<file path="src/rtl/bio_ctrl_pkg.sv">
// ----------------------------------------------------------------------------
// bio_ctrl_pkg
//
// Purpose:
//   Shared definitions for the half-duplex bidirectional pad controller:
//   the FSM state encoding, the default timing constants, and a small helper
//   that sizes counters so that a constant of 1 still yields a legal width.
//
// Contents:
//   state_e          IDLE=0, TX=1, TURN=2, RX=3
//   DEF_DATA_W       default word width (both directions)
//   DEF_BIT_CYCLES   default clocks per serial bit
//   DEF_TURN_CYCLES  default clocks of released line between TX and RX
//   cnt_width()      $clog2 with a floor of one bit
// ----------------------------------------------------------------------------
package bio_ctrl_pkg;

    localparam int DEF_DATA_W      = 8;
    localparam int DEF_BIT_CYCLES  = 4;
    localparam int DEF_TURN_CYCLES = 2;

    typedef enum logic [1:0] {
        IDLE = 2'd0,
        TX   = 2'd1,
        TURN = 2'd2,
        RX   = 2'd3
    } state_e;

    // $clog2(1) is 0, which would give a zero-width counter; keep at least
    // one bit so degenerate parameter values still elaborate.
    function automatic int cnt_width(input int n);
        return (n > 1) ? $clog2(n) : 1;
    endfunction

endpackage : bio_ctrl_pkg

</file>
<file path="src/rtl/bio_half_duplex_ctrl_bit_timer.sv">
// ----------------------------------------------------------------------------
// bio_bit_timer
//
// Purpose:
//   Serial bit timing for one phase (TX or RX) of a half-duplex transaction.
//   Counts BIT_CYCLES clocks per bit and DATA_W bits per word, and flags the
//   interesting points inside that sequence.
//
// Ports:
//   clk            system clock, rising edge
//   rst            asynchronous, active-high reset
//   clear          return both counters to 0 (held while no phase is active)
//   run            advance the counters this cycle
//   bit_end        last clock of the current bit period
//   sample_strobe  mid-bit clock (index BIT_CYCLES/2) of the current bit
//   word_end       last clock of the last bit of the word
// ----------------------------------------------------------------------------
module bio_bit_timer
    import bio_ctrl_pkg::*;
#(
    parameter int DATA_W     = DEF_DATA_W,
    parameter int BIT_CYCLES = DEF_BIT_CYCLES
) (
    input  logic clk,
    input  logic rst,
    input  logic clear,
    input  logic run,
    output logic bit_end,
    output logic sample_strobe,
    output logic word_end
);

    localparam int CW = cnt_width(BIT_CYCLES);
    localparam int BW = cnt_width(DATA_W + 1);

    localparam logic [CW-1:0] LAST_CYC   = CW'(BIT_CYCLES - 1);
    localparam logic [CW-1:0] SAMPLE_CYC = CW'(BIT_CYCLES / 2);
    localparam logic [BW-1:0] LAST_BIT   = BW'(DATA_W - 1);

    logic [CW-1:0] cyc_q, cyc_d;
    logic [BW-1:0] bit_q, bit_d;

    // Strobes are purely combinational from the counters so the FSM sees them
    // in the very cycle they describe.
    always_comb begin
        bit_end       = run && (cyc_q == LAST_CYC);
        sample_strobe = run && (cyc_q == SAMPLE_CYC);
        word_end      = bit_end && (bit_q == LAST_BIT);
    end

    // Counter next-state. The word counter wraps to 0 on word_end so the
    // timer is already clean if the same phase is re-entered directly.
    always_comb begin
        cyc_d = cyc_q;
        bit_d = bit_q;
        if (clear) begin
            cyc_d = '0;
            bit_d = '0;
        end else if (run) begin
            if (bit_end) begin
                cyc_d = '0;
                bit_d = word_end ? '0 : (bit_q + BW'(1));
            end else begin
                cyc_d = cyc_q + CW'(1);
            end
        end
    end

    always_ff @(posedge clk or posedge rst) begin
        if (rst) begin
            cyc_q <= '0;
            bit_q <= '0;
        end else begin
            cyc_q <= cyc_d;
            bit_q <= bit_d;
        end
    end

endmodule : bio_bit_timer

</file>
<file path="src/rtl/bio_half_duplex_ctrl.sv">
// ----------------------------------------------------------------------------
// bio_half_duplex_ctrl
//
// Purpose:
//   Sequences a single tri-state pad cell as a half-duplex serial link. A
//   transaction sends a DATA_W-bit word MSB first, releases the wire for
//   TURN_CYCLES clocks, and optionally receives a DATA_W-bit reply. The pad
//   enable is a flop cleared by the asynchronous reset, so the wire is let
//   go the instant reset asserts, and it is only ever set while in TX.
//
// Ports:
//   clk       system clock, rising edge
//   rst       asynchronous, active-high reset
//   start     request a transaction (accepted only while busy=0)
//   rx_req    sampled with start: 1 = TX then RX, 0 = TX only
//   wr_data   word to transmit, captured on acceptance
//   rd_data   last received word (updated only when an RX phase completes)
//   busy      high from the cycle after acceptance until done
//   done      one-cycle pulse at the end of a transaction
//   bio_en    pad cell enable, 1 = drive the wire
//   bio_dout  pad cell data in, bit being transmitted
//   bio_din   pad cell data out, current wire value
// ----------------------------------------------------------------------------
module bio_half_duplex_ctrl
    import bio_ctrl_pkg::*;
#(
    parameter int DATA_W      = DEF_DATA_W,
    parameter int BIT_CYCLES  = DEF_BIT_CYCLES,
    parameter int TURN_CYCLES = DEF_TURN_CYCLES
) (
    input  logic              clk,
    input  logic              rst,
    input  logic              start,
    input  logic              rx_req,
    input  logic [DATA_W-1:0] wr_data,
    output logic [DATA_W-1:0] rd_data,
    output logic              busy,
    output logic              done,
    output logic              bio_en,
    output logic              bio_dout,
    input  logic              bio_din
);

    localparam int TW = cnt_width(TURN_CYCLES);
    localparam logic [TW-1:0] LAST_TURN = TW'(TURN_CYCLES - 1);

    state_e            state_q, state_d;
    logic [DATA_W-1:0] tx_shift_q, tx_shift_d;
    logic [DATA_W-1:0] rx_shift_q, rx_shift_d;
    logic              rx_flag_q, rx_flag_d;
    logic [TW-1:0]     turn_cnt_q, turn_cnt_d;
    logic [DATA_W-1:0] rd_data_q, rd_data_d;
    logic              busy_q, busy_d;
    logic              done_q, done_d;
    logic              bio_en_q, bio_en_d;
    logic              bio_dout_q, bio_dout_d;

    logic              timer_run;
    logic              timer_clear;
    logic              bit_end;
    logic              sample_strobe;
    logic              word_end;
    logic [DATA_W-1:0] rx_shift_next;

    // The bit timer only runs during the two serial phases; holding it clear
    // in IDLE and TURN guarantees each phase starts at bit 0, cycle 0.
    always_comb begin
        timer_run   = (state_q == TX) || (state_q == RX);
        timer_clear = !timer_run;
    end

    bio_bit_timer #(
        .DATA_W     (DATA_W),
        .BIT_CYCLES (BIT_CYCLES)
    ) u_bit_timer (
        .clk           (clk),
        .rst           (rst),
        .clear         (timer_clear),
        .run           (timer_run),
        .bit_end       (bit_end),
        .sample_strobe (sample_strobe),
        .word_end      (word_end)
    );

    // Receive shift with this cycle's sample folded in. When BIT_CYCLES is 2
    // the sample point coincides with bit_end, so the word handed to rd_data
    // on word_end must include the bit being sampled in that same cycle.
    always_comb begin
        rx_shift_next = rx_shift_q;
        if (sample_strobe) begin
            rx_shift_next = {rx_shift_q[DATA_W-2:0], bio_din};
        end
    end

    // Next-state logic for the FSM and datapath. The pad-facing outputs and
    // busy are derived from the next state so that they are registered and
    // line up exactly with the state they describe.
    always_comb begin
        state_d    = state_q;
        tx_shift_d = tx_shift_q;
        rx_shift_d = rx_shift_q;
        rx_flag_d  = rx_flag_q;
        turn_cnt_d = turn_cnt_q;
        rd_data_d  = rd_data_q;
        done_d     = 1'b0;

        case (state_q)
            IDLE: begin
                if (start) begin
                    tx_shift_d = wr_data;
                    rx_flag_d  = rx_req;
                    rx_shift_d = '0;
                    state_d    = TX;
                end
            end

            TX: begin
                if (bit_end) begin
                    tx_shift_d = tx_shift_q << 1;
                    if (word_end) begin
                        if (rx_flag_q) begin
                            turn_cnt_d = '0;
                            state_d    = TURN;
                        end else begin
                            done_d  = 1'b1;
                            state_d = IDLE;
                        end
                    end
                end
            end

            TURN: begin
                if (turn_cnt_q == LAST_TURN) begin
                    turn_cnt_d = '0;
                    state_d    = RX;
                end else begin
                    turn_cnt_d = turn_cnt_q + TW'(1);
                end
            end

            RX: begin
                rx_shift_d = rx_shift_next;
                if (word_end) begin
                    rd_data_d = rx_shift_next;
                    done_d    = 1'b1;
                    state_d   = IDLE;
                end
            end

            default: begin
                state_d = IDLE;
            end
        endcase
    end

    always_comb begin
        bio_en_d   = (state_d == TX);
        bio_dout_d = (state_d == TX) ? tx_shift_d[DATA_W-1] : 1'b0;
        busy_d     = (state_d != IDLE);
    end

    // All controller state. Reset is asynchronous so the pad enable falls
    // immediately, and an aborted transaction never emits done.
    always_ff @(posedge clk or posedge rst) begin
        if (rst) begin
            state_q    <= IDLE;
            tx_shift_q <= '0;
            rx_shift_q <= '0;
            rx_flag_q  <= 1'b0;
            turn_cnt_q <= '0;
            rd_data_q  <= '0;
            busy_q     <= 1'b0;
            done_q     <= 1'b0;
            bio_en_q   <= 1'b0;
            bio_dout_q <= 1'b0;
        end else begin
            state_q    <= state_d;
            tx_shift_q <= tx_shift_d;
            rx_shift_q <= rx_shift_d;
            rx_flag_q  <= rx_flag_d;
            turn_cnt_q <= turn_cnt_d;
            rd_data_q  <= rd_data_d;
            busy_q     <= busy_d;
            done_q     <= done_d;
            bio_en_q   <= bio_en_d;
            bio_dout_q <= bio_dout_d;
        end
    end

    assign rd_data  = rd_data_q;
    assign busy     = busy_q;
    assign done     = done_q;
    assign bio_en   = bio_en_q;
    assign bio_dout = bio_dout_q;

endmodule : bio_half_duplex_ctrl

</file>
<file path="config.mk">
export PLATFORM = sky130hd
export DESIGN_NAME = bio_half_duplex_ctrl
export DESIGN_NICKNAME = d
export VERILOG_FILES = /design/src/rtl/bio_ctrl_pkg.sv /design/src/rtl/bio_half_duplex_ctrl_bit_timer.sv /design/src/rtl/bio_half_duplex_ctrl.sv
export SDC_FILE = /design/constraint.sdc
export NUM_CORES = 1
export LEC_CHECK = 0
export CORE_UTILIZATION = 55
export DETAILED_ROUTE_END_ITERATION = 12
export PLACE_DENSITY = 0.9
export SYNTH_ARGS = -nofsm -noshare
export SYNTH_HDL_FRONTEND = slang
export SYNTH_SLANG_ARGS = --single-unit
</file>
<file path="constraint.sdc">
create_clock -name clk -period 3.05 [get_ports clk]
set_input_delay 0.61 -clock clk [delete_from_list [all_inputs] [get_ports clk]]
set_output_delay 0.61 -clock clk [all_outputs]
set_load 0.02 [all_outputs]
</file>
==> Yosys cells after proc, flatten, opt, wreduce, memory -nomap -nowiden <==
Index checks and enable logic that the tools add are counted.
{ "totals": {"register_bits": 38, "out_inout_bits": 12} }
{ "op_classes": {"addsub": 3, "n_eq_ne": 12, "mux": 29, "reduce_logical": 14} }
{ "op_table": {"columns": ["cell", "count"], "rows": [
  ["two-way mux 8 bit", 4],
  ["case mux 8 bit (2 select lines)", 2],
  ["two-way mux 2 bit", 8],
  ["two-way mux 4 bit", 3],
  ["two-way mux 1 bit", 9],
  ["equality test 2 bit, second input constant", 4],
  ["!= test 2 bit, second input constant", 4],
  ["case mux 2 bit (4 select lines)", 1],
  ["nonzero test 2 bit", 4],
  ["AND reduction 2 bit", 3],
  ["adder 4 x 1 -> 4 bit, second input constant", 1],
  ["equality test 2 x 1 -> 1 bit, second input constant", 2],
  ["equality test 4 x 3 -> 1 bit, second input constant", 1],
  ["case mux 1 bit (2 select lines)", 2],
  ["AND reduction 4 bit", 1],
  ["logical AND 1 bit", 3],
  ["AND reduction 3 bit", 1],
  ["adder 2 x 1 -> 2 bit, second input constant", 1],
  ["logical NOT 2 bit", 1],
  ["!= test 2 x 1 -> 1 bit, second input constant", 1],
  ["adder 1 bit, second input constant", 1],
  ["logical OR 1 bit", 1]
]} }

==> Logic depth before layout (Yosys ltp) <==
{ "depth": {"depth_word": 9, "depth_mapped": 6, "ltp_nobuf": 5} }

==> Cells and area by module <==
Synthesis repeated with hierarchy kept, for this count alone.
{ "unflattened": {"cells_unflattened": 162, "area_unflattened_um2": 1784.2} }
{ "modules_own_cells": {"columns": ["module", "n_inst", "cells_each", "area_each_um2", "seq_area_each_um2"], "rows": [
  ["bio_half_duplex_ctrl", 1, 127, 1445.1, 800.8],
  ["bio_bit_timer", 1, 35, 339.1, 150.1]
]} }

==> Worst setup path before layout <==
No wires, ideal clock.
{ "synth_path": {"path_kind": "reg2reg", "from": "register u_bit_timer.cyc_q[0]", "to": "register rd_data_q[0] (netlist: rd_data[0])", "setup_time_ns": 0.125, "t_arrival_ns": 1.425, "required_ns": 2.925, "slack_ns": 1.501, "path_stages_with_launch": 6, "n_path_buf": 1, "path_cell_list": "dfrtp_1 -> ha_1 -> buf_2 -> nand2_2 -> nor3_4 -> mux2_2"} }
{ "synth_via": {"elab_chain_cells": 4} }
{ "synth_rtl": {"columns": ["element", "line_no", "rtl"], "rows": [
  ["start: declaration", "bio_half_duplex_ctrl_bit_timer.sv:40", "logic [CW-1:0] cyc_q, cyc_d;"],
  ["start signal: assignment", "bio_half_duplex_ctrl_bit_timer.sv:74", "cyc_q <= cyc_d;"],
  ["equality test 2 bit", "bio_half_duplex_ctrl_bit_timer.sv:46", "bit_end = run && (cyc_q == LAST_CYC);"],
  ["logical AND 1 bit", "bio_half_duplex_ctrl_bit_timer.sv:46", null],
  ["logical AND 1 bit", "bio_half_duplex_ctrl_bit_timer.sv:48", "word_end = bit_end && (bit_q == LAST_BIT);"],
  ["AND reduction 2 bit (no line)", null, null],
  ["end signal: assignment", "bio_half_duplex_ctrl.sv:182", "rd_data_q <= rd_data_d;"],
  ["end: declaration", "bio_half_duplex_ctrl.sv:52", "logic [DATA_W-1:0] rd_data_q, rd_data_d;"]
]} }
Several ways; a longest one is shown, not always the timed one.
A chain may end at the register's enable or synchronous reset.

==> Worst setup path in the final report <==
{ "layout_path": {"from": "register rd_data_q[1] (netlist: rd_data[1])", "to": "output rd_data[1]"} }
{ "layout_rtl": {"columns": ["element", "line_no", "rtl"], "rows": [
  ["end: declaration", "bio_half_duplex_ctrl.sv:36", "output logic [DATA_W-1:0] rd_data,"]
]} }
No word-level cell between the ends.

==> results.py <==
metrics = {
    "status": {
        "status": "finished, violations left",
        "violations": "design-rule violations",
    },
    "timing": {
        "worst_slack_ps": 1090,
        "hold_viol": 0,
        "finalSetupTns_ps": 0,
        "max_freq_ghz": 0.509,
        "rsz0062_at_grt": "false",
        "setup_violations": 0,
        "worst_pin_slew_ps": 508,
        "report.final.slew_viol_count": 0,
        "maxSlewHeadroom": 0.661,
        "clock_skew_ps": 15.4,
        "finalCriticalPeriod_ps": 1960,
        "fin_crit_sh": 0.644,
    },
    "cts": {
        "cts_buffer_depth": 2,
        "cts_tree": "built",
        "cts_max_level": 2,
        "cts_hold_buf": 0,
        "cts_made_buffers": 5,
        "cts_resized": 0,
        "cts.sinks": 38,
        "clk_latency_ps": 350,
        "cts.clk_slew.worst_paths_ps": 120,
        "cts_root_buffer": "clkbuf_4",
        "cts_post_setup_buffers_inserted": 0,
    },
    "finish": {
        "syn_to_final_growth_pct": 18.7,
        "final_layout_size_suffix_gt1_frac": 0.200,
        "ff_latch_area_um2": 951,
        "antennaDiodeCount": 0,
        "fillCellCount": 204,
        "multi_input_area_um2": 701,
        "nets": 175,
        "fin_area_um2": 2020,
        "layout.cells.non_filler": 191,
    },
    "power_and_ir_drop": {
        "power_frac_seq": 0.502,
        "p_int_w": 0.000915,
        "powerDensity_nw_per_um2": 683,
        "p_leak_nw": 0.967,
        "combPwrFrac": 0.293,
        "irDropWorstVdd_uv": 471,
        "p_sw_w": 0.000462,
        "clkPwrFrac": 0.205,
        "total_power_w": 0.00138,
        "swShare": 0.336,
    },
    "detailed_routing": {
        "drt_iter0_drc": 59,
        "drc": 1,
        "routedWlPerCell_um": 16.5,
        "viasPerCell": 6.04,
        "vias": 1153,
        "final_antenna_net_count": 0,
        "dr.pass1.iters": 8,
        "wl_mm": 3.14,
    },
    "synthesis": {
        "synth_top_area_cell": "dfrtp_1",
        "synth_warnings": 0,
        "seq_area_frac_synth": 0.560,
        "syn_area_um2": 1700,
        "synthTopCellsByArea": "dfrtp_1, mux2_2, a22o_1",
        "syn_inst": 132,
        "synth_cell_types": 38,
        "synth-main-ff-cell": "dfrtp_1",
        "synth_seq_cells": 38,
        "yosysMostFrequentCell": "dfrtp_1",
        "synth-async-reset-ratio": 1.00,
        "syn-num-nets": 148,
        "synthTopCellsByCount": "dfrtp_1, mux2_2, a22o_1, a21o_1, a21oi_1",
        "synth_edf_count": 0,
        "synthDominantCellAreaShare": 0.560,
        "syn_area_per_cell_um2": 12.9,
    },
    "setup_path": {
        "required_ps": 2440,
        "worst-path-buf-inv": 1,
        "slowest_delay_ps": 630,
        "crit_path_end_kind": "primary output",
        "crit_fanout": 2,
        "crit_type": "register to primary output",
        "crit_path_start_kind": "register",
        "path_cells": "clkdlybuf4s50_1",
        "critPathArrivalTime_ps": 1350,
        "cpLargestDelayFamily": "buffers and inverters",
        "crit_slowest_cell": "clkdlybuf4s50_1",
    },
    "die": {
        "dieArea_um2": 3320,
        "ioPinCount": 25,
        "initial_core_util": 0.596,
        "dieHeight_um": 57.6,
        "die_x_um": 57.6,
        "coreArea_um2": 2850,
        "rows": 19,
    },
    "min_path": {
        "worst_hold_path_type": "register to register",
    },
    "grt": {
        "grt_pass1_vias": 1175,
        "antenna_found_initial": 0,
        "overflow": 0,
        "grt_use_total": 0.223,
        "grt_pass1_wl_mm": 5.48,
        "grt_max_degree": 39,
    },
    "placement": {
        "hpwlAfterDp_mm": 2.18,
        "dp_cells": 183,
        "place_area_um2": 1950,
        "pre_cts_slack_ps": 923,
        "numPortBuffers": 24,
        "gp_congestion": 0.751,
    },
    "flow_run": {
        "drv_cap": 0,
    },
}
==> layer usage <==
| layer | routed length [µm] | vias up | track usage |
|---|---|---|---|
| met5 | 0 | - | 0 |
| met2 | 1510 | 23 | 0.346 |
| met4 | 59 | 0 | 0.0836 |
| li1 | - | 536 | - |
| met1 | 1450 | 586 | 0.298 |
| met3 | 120 | 8 | 0.0680 |
==> metrics by stage <==
| stage | hold WS, ps | utilization |
|---|---|---|
| after floorplan | 443 | - |
| after global placement | 455 | 0.685 |
| after detailed placement | 467 | 0.685 |
| after CTS | 489 | 0.707 |
| after global routing | 511 | 0.707 |
| final | 489 | 0.707 |
==> path summary, 6_finish.rpt <==
kind | from | endpoint | slack [ps] | cells after the start
min | tx_shift_q[2] | tx_shift_q[2] | 490 | 1
max reg2reg | u_bit_timer.cyc_q[0] | rd_data[5] | 1180 | 4
max in group asynchronous | rst | tx_shift_q[5] | 2040 | 3
min in group asynchronous | rst | rx_shift_q[6] | 670 | 3
min reg2reg | tx_shift_q[2] | tx_shift_q[2] | 490 | 1
max | rd_data[1] | rd_data[1] | 1090 | 1
==> flip-flops by register name (all words and copies together) (netlist names) <==
name,flops
rx_shift_q,8
done,1
u_bit_timer.bit_q,4
tx_shift_q,8
rd_data,8
busy,1
bio_dout,1
bio_en,1
turn_cnt_q,1
rx_flag_q,1
state_q,2
u_bit_timer.cyc_q,2
==> logic make-up after synthesis <==
kind of cell               share of synthesized area
muxes                                          0.124
buffers and inverters                         0.0280
xor gates and xnor gates                     0.00516
AOI/OAI and AO/OA                              0.144
and+or+nand+nor                                0.117
adders and majority gates                     0.0221
DFF                                            0.560
==> power groups by stage <==
stage / sequential, W / clock [W] / combinational [W]
2_1_floorplan: 0.000684 / 0 / 0.000311
3_3_place_gp: 0.000693 / 0 / 0.000372
3_5_place_dp: 0.000701 / 0 / 0.000401
4_1_cts: 0.000691 / 0.000289 / 0.000405
5_1_grt: 0.000708 / 0.000307 / 0.000452
6_report: 0.000692 / 0.000282 / 0.000404
==> layout make-up <==
type                            instances  share of cell area
Clock buffer                            6              0.0254
Clock inverter                          2             0.00620
Inverter                                4             0.00744
Multi-Input combinational cell         85               0.347
Sequential cell                        38               0.471
Tap cell                               31              0.0192
Timing Repair Buffer                   25               0.123
==> worst register-to-register path: stages, from the launching register on <==
cell	delay (ps)
dfrtp_1	390
ha_1	420
nand2_2	150
nor3_4	410
mux2_2	390
==> placed cells by master, fill, tap and decap left out, types with 3 or more instances in the layout <==
cell type	count
clkbuf_4	5
a21o_1	6
mux2_2	16
a22o_1	15
nor2_1	5
nor3_1	4
a21oi_1	6
nand2_1	3
clkdlybuf4s50_1	24
dfrtp_1	38
ha_1	3
Power figures use the tool's default switching activity.
